<file path="src/rtl/lpc_synth_decoder.sv">
// lpc_synth_decoder: parametrised all-pole LPC synthesis filter with serial MAC, bypass, saturation and frame checking
module lpc_synth_decoder #(
  parameter int ORDER     = 4,
  parameter int DATA_W    = 16,
  parameter int COEF_W    = 16,
  parameter int FRAC      = 14,
  parameter int FRAME_LEN = 1920
) (
  input  logic                           ACLK,
  input  logic                           ARESET_N,
  input  logic [DATA_W+ORDER*COEF_W-1:0] TDATA,
  input  logic                           TVALID,
  output logic                           TREADY,
  input  logic                           TLAST,
  input  logic                           TUSER,
  input  logic                           EN,
  output logic [DATA_W-1:0]              OUT_DECODED,
  output logic                           OUT_VALID,
  input  logic                           OUT_READY,
  output logic                           OUT_LAST,
  output logic                           FRAME_ERR
);
  localparam int AW = DATA_W + COEF_W + $clog2(ORDER) + 2;
  localparam int KW = ORDER > 1 ? $clog2(ORDER) : 1;
  localparam int CW = $clog2(FRAME_LEN + 1);
  localparam logic signed [AW-1:0] MAXV = (AW'(1) <<< (DATA_W - 1)) - AW'(1);
  localparam logic signed [AW-1:0] MINV = -MAXV - AW'(1);
  typedef enum logic [1:0] {IDLE, CALC, OUT} state_t;
  state_t r_state, w_next;
  logic r_alive, r_last, r_ferr;
  logic [KW-1:0] r_k;
  logic [CW-1:0] r_cnt;
  logic signed [AW-1:0] r_acc;
  logic [ORDER*COEF_W-1:0] r_coef;
  logic signed [DATA_W-1:0] r_hist [ORDER];
  logic signed [DATA_W-1:0] r_out;
  logic w_acc, w_done, w_full;
  logic [CW-1:0] w_cnt1;
  logic signed [DATA_W-1:0] w_res, w_y;
  logic signed [COEF_W-1:0] w_coef;
  logic signed [DATA_W+COEF_W-1:0] w_prod;
  logic signed [AW-1:0] w_sum, w_sh;
  assign TREADY      = r_alive && r_state == IDLE;
  assign OUT_VALID   = r_state == OUT;
  assign OUT_DECODED = r_out;
  assign OUT_LAST    = r_last;
  assign FRAME_ERR   = r_ferr;
  assign w_acc  = TREADY && TVALID;
  assign w_done = r_state == CALC && r_k == KW'(ORDER - 1);
  assign w_res  = TDATA[DATA_W-1:0];
  assign w_coef = r_coef[r_k*COEF_W +: COEF_W];
  assign w_prod = w_coef * r_hist[r_k];
  assign w_sum  = r_acc + AW'(w_prod);
  assign w_sh   = w_sum >>> FRAC;
  assign w_y    = w_sh > MAXV ? DATA_W'(MAXV) : w_sh < MINV ? DATA_W'(MINV) : w_sh[DATA_W-1:0];
  assign w_cnt1 = (TUSER ? '0 : r_cnt) + 1'b1;
  assign w_full = w_cnt1 == CW'(FRAME_LEN);
  always_ff @(posedge ACLK or negedge ARESET_N)
    if (!ARESET_N) r_state <= IDLE;
    else r_state <= w_next;
  always_comb begin
    w_next = r_state;
    w_next = r_state == IDLE ? (w_acc ? (EN ? CALC : OUT) : IDLE) :
             r_state == CALC ? (w_done ? OUT : CALC) :
             (OUT_READY ? IDLE : OUT);
  end
  always_ff @(posedge ACLK or negedge ARESET_N)
    if (!ARESET_N) begin
      r_alive <= 1'b0;
      r_last  <= 1'b0;
      r_ferr  <= 1'b0;
      r_k     <= '0;
      r_cnt   <= '0;
      r_acc   <= '0;
      r_coef  <= '0;
      r_out   <= '0;
      for (int i = 0; i < ORDER; i++) r_hist[i] <= '0;
    end else begin
      r_alive <= 1'b1;
      r_ferr  <= 1'b0;
      if (w_acc) begin
        r_coef <= TDATA[DATA_W +: ORDER*COEF_W];
        r_last <= TLAST;
        r_k    <= '0;
        r_acc  <= (AW'(w_res) <<< FRAC) + (AW'(1) <<< (FRAC - 1));
        r_ferr <= TLAST ? w_cnt1 != CW'(FRAME_LEN) : w_full;
        r_cnt  <= (TLAST || w_full) ? '0 : w_cnt1;
        // bypass still feeds the history so a later EN=1 word sees it
        if (!EN) begin
          r_out     <= w_res;
          r_hist[0] <= w_res;
          for (int i = 1; i < ORDER; i++) r_hist[i] <= TUSER ? '0 : r_hist[i-1];
        end else if (TUSER)
          for (int i = 0; i < ORDER; i++) r_hist[i] <= '0;
      end else if (r_state == CALC) begin
        r_acc <= w_sum;
        r_k   <= r_k + 1'b1;
        if (w_done) begin
          r_out     <= w_y;
          r_hist[0] <= w_y;
          for (int i = 1; i < ORDER; i++) r_hist[i] <= r_hist[i-1];
        end
      end
    end
endmodule

</file>
<file path="config.mk">
export PLATFORM = sky130hd
export DESIGN_NAME = lpc_synth_decoder
export DESIGN_NICKNAME = d
export VERILOG_FILES = /design/src/rtl/lpc_synth_decoder.sv
export SDC_FILE = /design/constraint.sdc
export NUM_CORES = 1
export LEC_CHECK = 0
export ABC_AREA = 1
export CORE_MARGIN = 10
export CORE_UTILIZATION = 50
export CTS_BUF_LIST = sky130_fd_sc_hd__clkbuf_8
export CTS_CLUSTER_DIAMETER = 200
export DETAILED_ROUTE_END_ITERATION = 16
export PLACE_DENSITY = 0.77
export SLEW_MARGIN = 10
export SYNTH_ARGS = -nofsm -noshare
export SYNTH_HDL_FRONTEND = slang
export SYNTH_SLANG_ARGS = --single-unit
</file>
<file path="constraint.sdc">
create_clock -name ACLK -period 11.15 [get_ports ACLK]
set_clock_uncertainty 0.2 [all_clocks]
set_input_delay 3.345 -clock ACLK [delete_from_list [all_inputs] [get_ports ACLK]]
set_output_delay 3.345 -clock ACLK [all_outputs]
set_load 0.1 [all_outputs]
</file>
==> impl_metrics.ini, run 1 <==
[status]
status = complete, no violations

[worst_setup_path]
cp-start-kind = flip-flop
cp.required_ps = 11440
startpoint = r_k[1]
cp-end-kind = flip-flop
critPathKind = reg2reg
cpPeakStageDelay_ps = 790
r2r_slack_ps = 2090
worstPathArrival_ps = 9350
crit_family = adder cells
critical_path_buf_inv_count = 8
ff2ff_path_depth = 31
cp_slowest_cell = fa_1
r2r-end = OUT_DECODED[3]
r2r_start = r_k[1]
worstPathMaxFanout = 38

[worst_hold_path]
min_to = r_coef[27]
hp-start = r_coef[27]
holdPathStages = 2
hold_class = reg2reg

[clock_tree]
cts_sinks = 198
path_clk_slew_ps = 120
cts_buffers = 17
cts_tree = built
clockBufferDepth = 2
root_buffer = clkbuf_8
clk_latency_ps = 550
ctsHoldBuffers = 0
cts_max_level = 4
cts_resized = 0
cts_setup_buffers = 0

[drt]
finalWirelength_um = 60700
wl_per_cell_um = 17.8
num_vias = 17800
dr.first_iter.drc_count = 1502
ant_nets = 0
drcViolationCount = 0
vias_per_cell = 5.23
first_pass_iters = 5

[finish]
final_cell_area_um2 = 23800
synthToLayoutAreaGrowth_pct = 9.48
layout.cells.non_filler = 3405
fill_cells = 4005
layout-drive-gt1-share_pct = 5.36
finalNetCount = 3316

[synthesis]
synthAdderAreaFrac_pct = 35.3
synthSimpleGateAreaFrac_pct = 22.2
ys_warn_count = 0
synth_compound_area_share_pct = 6.61
synth-seq-area-share_pct = 22.8
syn-instance-count = 2747
synth-xor-area-share_pct = 1.09
synth_top_family_by_area = adder cells
syn_area_per_cell_um2 = 7.91
muxShareOfSynthArea_pct = 0
synth.distinct_cells = 50
synth_seq_cells = 198
syn_area_um2 = 21700
synth_fp_nets = 3258

[global_route]
grt_usage_pct = 23.9
grt_pass1_wl_um = 99300
grt_max_degree = 128
globalRouteOverflowTotal = 0
grt_pass1_vias = 18665
antenna_found_initial = 2

[die]
io_pins = 107
std_cell_rows = 76
die_w_um = 228
die-area_um2 = 52200
core_um2 = 43000
initial_core_util_pct = 50.5
die_height_um = 228

[timing]
finalWorstPathRequiredPeriod_ps = 9060
slew_headroom_pct = 21.1
fmax_mhz = 110
tightest_slew_ps = 1180
finalMaxSlewViolations = 0
rsz0062_at_grt = false
finalSetupViolCount = 0
fin_setup_tns_ps = 0
finalCritPeriodShare_pct = 81.2
hold_viol = 0

[placement]
place_area_um2 = 23300
place.gp.congestion = 1.01
dp_cells = 3370
place_hpwl_um = 49600
io_buffers = 106

[flow_run]
drv_cap = 0
## through the flow
step	worst slack (ps)	hold WS, ps	util (%)
after global placement	1930	265	54.3
after detailed placement	2270	266	54.3
after floorplan	3860	249	-
after global routing	1460	318	55.3
final	2090	295	55.3
after CTS	2170	296	55.3
## flip-flops by register name, indices dropped and copies added (netlist names)
signal	cells
FRAME_ERR	1
OUT_DECODED	16
OUT_LAST	1
r_acc	36
r_alive	1
r_cnt	11
r_coef	64
r_hist	64
r_k	2
r_state	2
## area by class of cell
class | instances | area, um2 | area share [%]
Tap cell | 585 | 732 | 3.08
Sequential cell | 198 | 4960 | 20.8
Antenna cell | 2 | 5.00 | 0.0210
Inverter | 584 | 2190 | 9.22
Multi-Input combinational cell | 1871 | 14200 | 59.7
Clock inverter | 15 | 185 | 0.779
Timing Repair Buffer | 133 | 1290 | 5.41
Clock buffer | 17 | 234 | 0.984
## cell usage after synthesis, drive strengths merged
cell,number,area share [%]
nor4,4,0.14
nor3,8,0.23
ha,110,6.3
or2,19,0.56
nor2,254,4.5
dfrtp,198,23
clkinv,6,0.11
clkbuf,66,1.1
o21bai,7,0.24
a21oi,78,1.8
nand3b,2,0.069
xnor2,16,0.65
nand3,73,1.9
inv,578,10
xor2,11,0.44
o211ai,6,0.21
fa,314,29
o221ai,1,0.040
o22ai,6,0.17
o21ai,88,2.1
a32o,5,0.23
conb,1,0.017
a21boi,2,0.069
o31ai,2,0.069
nand2,820,15
and2,2,0.058
o32ai,1,0.040
a32oi,30,1.5
a21o,1,0.035
a31oi,5,0.14
buf,28,0.72
nand4,5,0.14
## logic make-up (layout without fill, tap and decap cells)
kind of cell               count (synthesis)  in the layout
buffers and inverters                    678            749
AOI/OAI and AO/OA                        232            232
adders and majority gates                424            424
other                                      1              3
and+or+nand+nor                         1187           1187
DFF                                      198            198
xor gates and xnor gates                  27             27
## worst max-delay path by stage
stage / to / slack (ps) / depth (start not counted)
final: OUT_DECODED[3] / 2090 / 31
after global routing: OUT_DECODED[13] / 1460 / 31
after CTS: OUT_DECODED[3] / 2170 / 30
after detailed placement: r_hist[56] / 2270 / 30
after global placement: r_hist[61] / 1930 / 31
after floorplan: r_hist[53] / 3860 / 34
## worst reg2reg max path: cells and delay by family (launching register included)
family,cells,cell delay (ps)
fa+ha+maj,7,3840
simple gates,13,1960
buf+inv,8,1750
compound gates,3,780
flops,1,460
## placed cells by master (no fill, tap or decap), types with 3 or more instances in the layout
master	instances
clkdlybuf4s50_1	105
a31oi_1	5
fa_1	314
buf_4	26
xor2_1	11
clkinv_2	3
clkinv_1	5
inv_6	6
nor4_1	3
a21oi_2	3
nor3_1	6
clkbuf_8	18
inv_1	574
o21ai_1	9
a32oi_1	23
nand2_2	28
nor2_1	244
a32o_1	5
xnor2_1	16
o21bai_1	7
a21oi_1	75
nand3_1	63
dfrtp_1	197
o22ai_1	6
nand3_2	9
a32oi_2	7
inv_2	4
nor2_2	9
nand4_1	5
nand2_1	790
or2_2	18
ha_1	110
o211ai_1	6
clkinv_8	5
o21ai_0	76
## metal layers
metal  share of wire, %  track usage (%)
met5                  0                0
met4                3.4             8.94
met3                8.0             4.64
met2                 47             38.9
met1                 42             31.2
Power of run 1 is left out: the tool's default activity adds up to more than one toggle a clock period on the data nets, which glitch-free logic cannot reach.
==> run 2: changes to the inputs <==
Clock period 11.15 ns to 9.5 ns, I/O delays scaled along.
==> run 2 against run 1 <==
  * Global-route usage down 0.23 points
  * Worst hold slack worse by 4.2 ps
  * Cell area up 0.15%
  * Final cell count up 0.21%
  * Non-clock buffer count up 10
==> impl_metrics.ini, run 2 (synthesis results as in run 1) <==
[timing]
fin_setup_tns_ps = 0
rsz0062_at_grt = false
finalMaxSlewViolations = 0
finalWorstPathRequiredPeriod_ps = 8650
worst_hold_slack_ps = 291
slew_headroom_pct = 20.9
finalSetupViolCount = 0
hold_viol = 0
fmax_mhz = 116
fin_ws_ps = 847
finalCritPeriodShare_pct = 91.1
tightest_slew_ps = 1180

[drt]
finalWirelength_um = 60200
vias_per_cell = 5.23
num_vias = 17850
drcViolationCount = 0
wl_per_cell_um = 17.7
first_pass_iters = 6
ant_nets = 0
dr.first_iter.drc_count = 1733

[worst_setup_path]
cp.required_ps = 9770
cp_slowest_cell = fa_1
ff2ff_path_depth = 29
cpPeakStageDelay_ps = 870
worstPathArrival_ps = 8920
cp-end-kind = flip-flop
r2r_slack_ps = 850
startpoint = r_k[1]
worstPathMaxFanout = 43
critPathKind = reg2reg
worstSetupEndpoint = r_hist[57]
r2r_start = r_k[1]
cp.depth = 29
crit_family = adder cells
cp-start-kind = flip-flop
path_common_cell = inv_1
r2r-end = r_hist[57]
critical_path_buf_inv_count = 8

[finish]
finalNetCount = 3326
synthToLayoutAreaGrowth_pct = 9.64
layout_commonest_cell = nand2_1
n_antenna_cell = 0
layout-drive-gt1-share_pct = 5.66
final_cell_mix = nand2_1 (790), inv_1 (574), fa_1 (314)
ff_latch_area_um2 = 4960
multi_input_area_um2 = 14200
fill_cells = 3932
top_regs = r_coef (64), r_hist (64), r_acc (36)

[flow_run]
drv_cap = 0

[die]
core_um2 = 43000
std_cell_rows = 76
die-area_um2 = 52200
die_w_um = 228
initial_core_util_pct = 50.5
die_height_um = 228
io_pins = 107

[clock_tree]
cts_resized = 0
ctsHoldBuffers = 0
root_buffer = clkbuf_8
cts_buffers = 17
cts_max_level = 4
path_clk_slew_ps = 110
clk_latency_ps = 520
cts_setup_buffers = 0
cts_tree = built
clockBufferDepth = 2
cts_sinks = 198

[status]
status = complete, no violations

[global_route]
grt_usage_pct = 23.7
grt_pass1_vias = 18901
antenna_found_initial = 0
globalRouteOverflowTotal = 0
grt_pass1_wl_um = 99300
grt_max_degree = 128

[worst_hold_path]
hold_class = reg2reg
holdPathStages = 2

[placement]
place_hpwl_um = 49000
io_buffers = 106
place.gp.congestion = 1.03
post-place-ws_ps = 979
run 2: cell types whose count changed in the layout (fill, tap and decap cells not counted):
cell / before / now
buf_4: 26 / 37
inv_6: 6 / 3
diode_2: 2 / 0
buf_16: 1 / 0
clkinv_4: 0 / 1
clkinv_8: 5 / 4
clkinvlp_4: 0 / 1
inv_8: 1 / 2
run 2: area by class of cell:
type / count / area share, %
Multi-Input combinational cell: 1871 / 59.6
Sequential cell: 198 / 20.8
Inverter: 584 / 9.21
Timing Repair Buffer: 143 / 5.64
Tap cell: 585 / 3.07
Clock buffer: 17 / 0.982
Clock inverter: 14 / 0.714
run 2: routing by layer:
| metal | vias up | share of wire, % | global-route usage [%] | wire, um |
|---|---|---|---|---|
| met3 | 136 | 7.6 | 4.88 | 4560 |
| met5 | - | 0 | 0 | 0 |
| met4 | 0 | 4.3 | 10.3 | 2570 |
| li1 | 8294 | - | - | - |
| met2 | 664 | 46 | 38.1 | 28000 |
| met1 | 8756 | 42 | 30.6 | 25100 |
run 2: how the worst min path moves through the flow:
stage,start,endpoint,slack (ps)
after CTS,r_coef[39],r_coef[39],290
after detailed placement,r_coef[39],r_coef[39],270
after global routing,r_coef[44],r_coef[44],310
final,r_coef[41],r_coef[41],290
after floorplan,r_coef[48],r_coef[48],250
after global placement,r_coef[51],r_coef[51],270
run 2: metrics by stage:
stage	area (um2)	util, %	std cells
6_report	23800	55.4	3412
3_3_place_gp	23400	54.5	3381
5_1_grt	23800	55.4	3412
3_5_place_dp	23400	54.5	3381
4_1_cts	23800	55.4	3412
2_1_floorplan	21700	-	2747
run 2: tightest hold or removal path: stages (launching register included):
cell and delay (ps):
dfrtp_1 360, nand2_1 60, nand2_1 50
Power of run 2 is left out for the same reason.
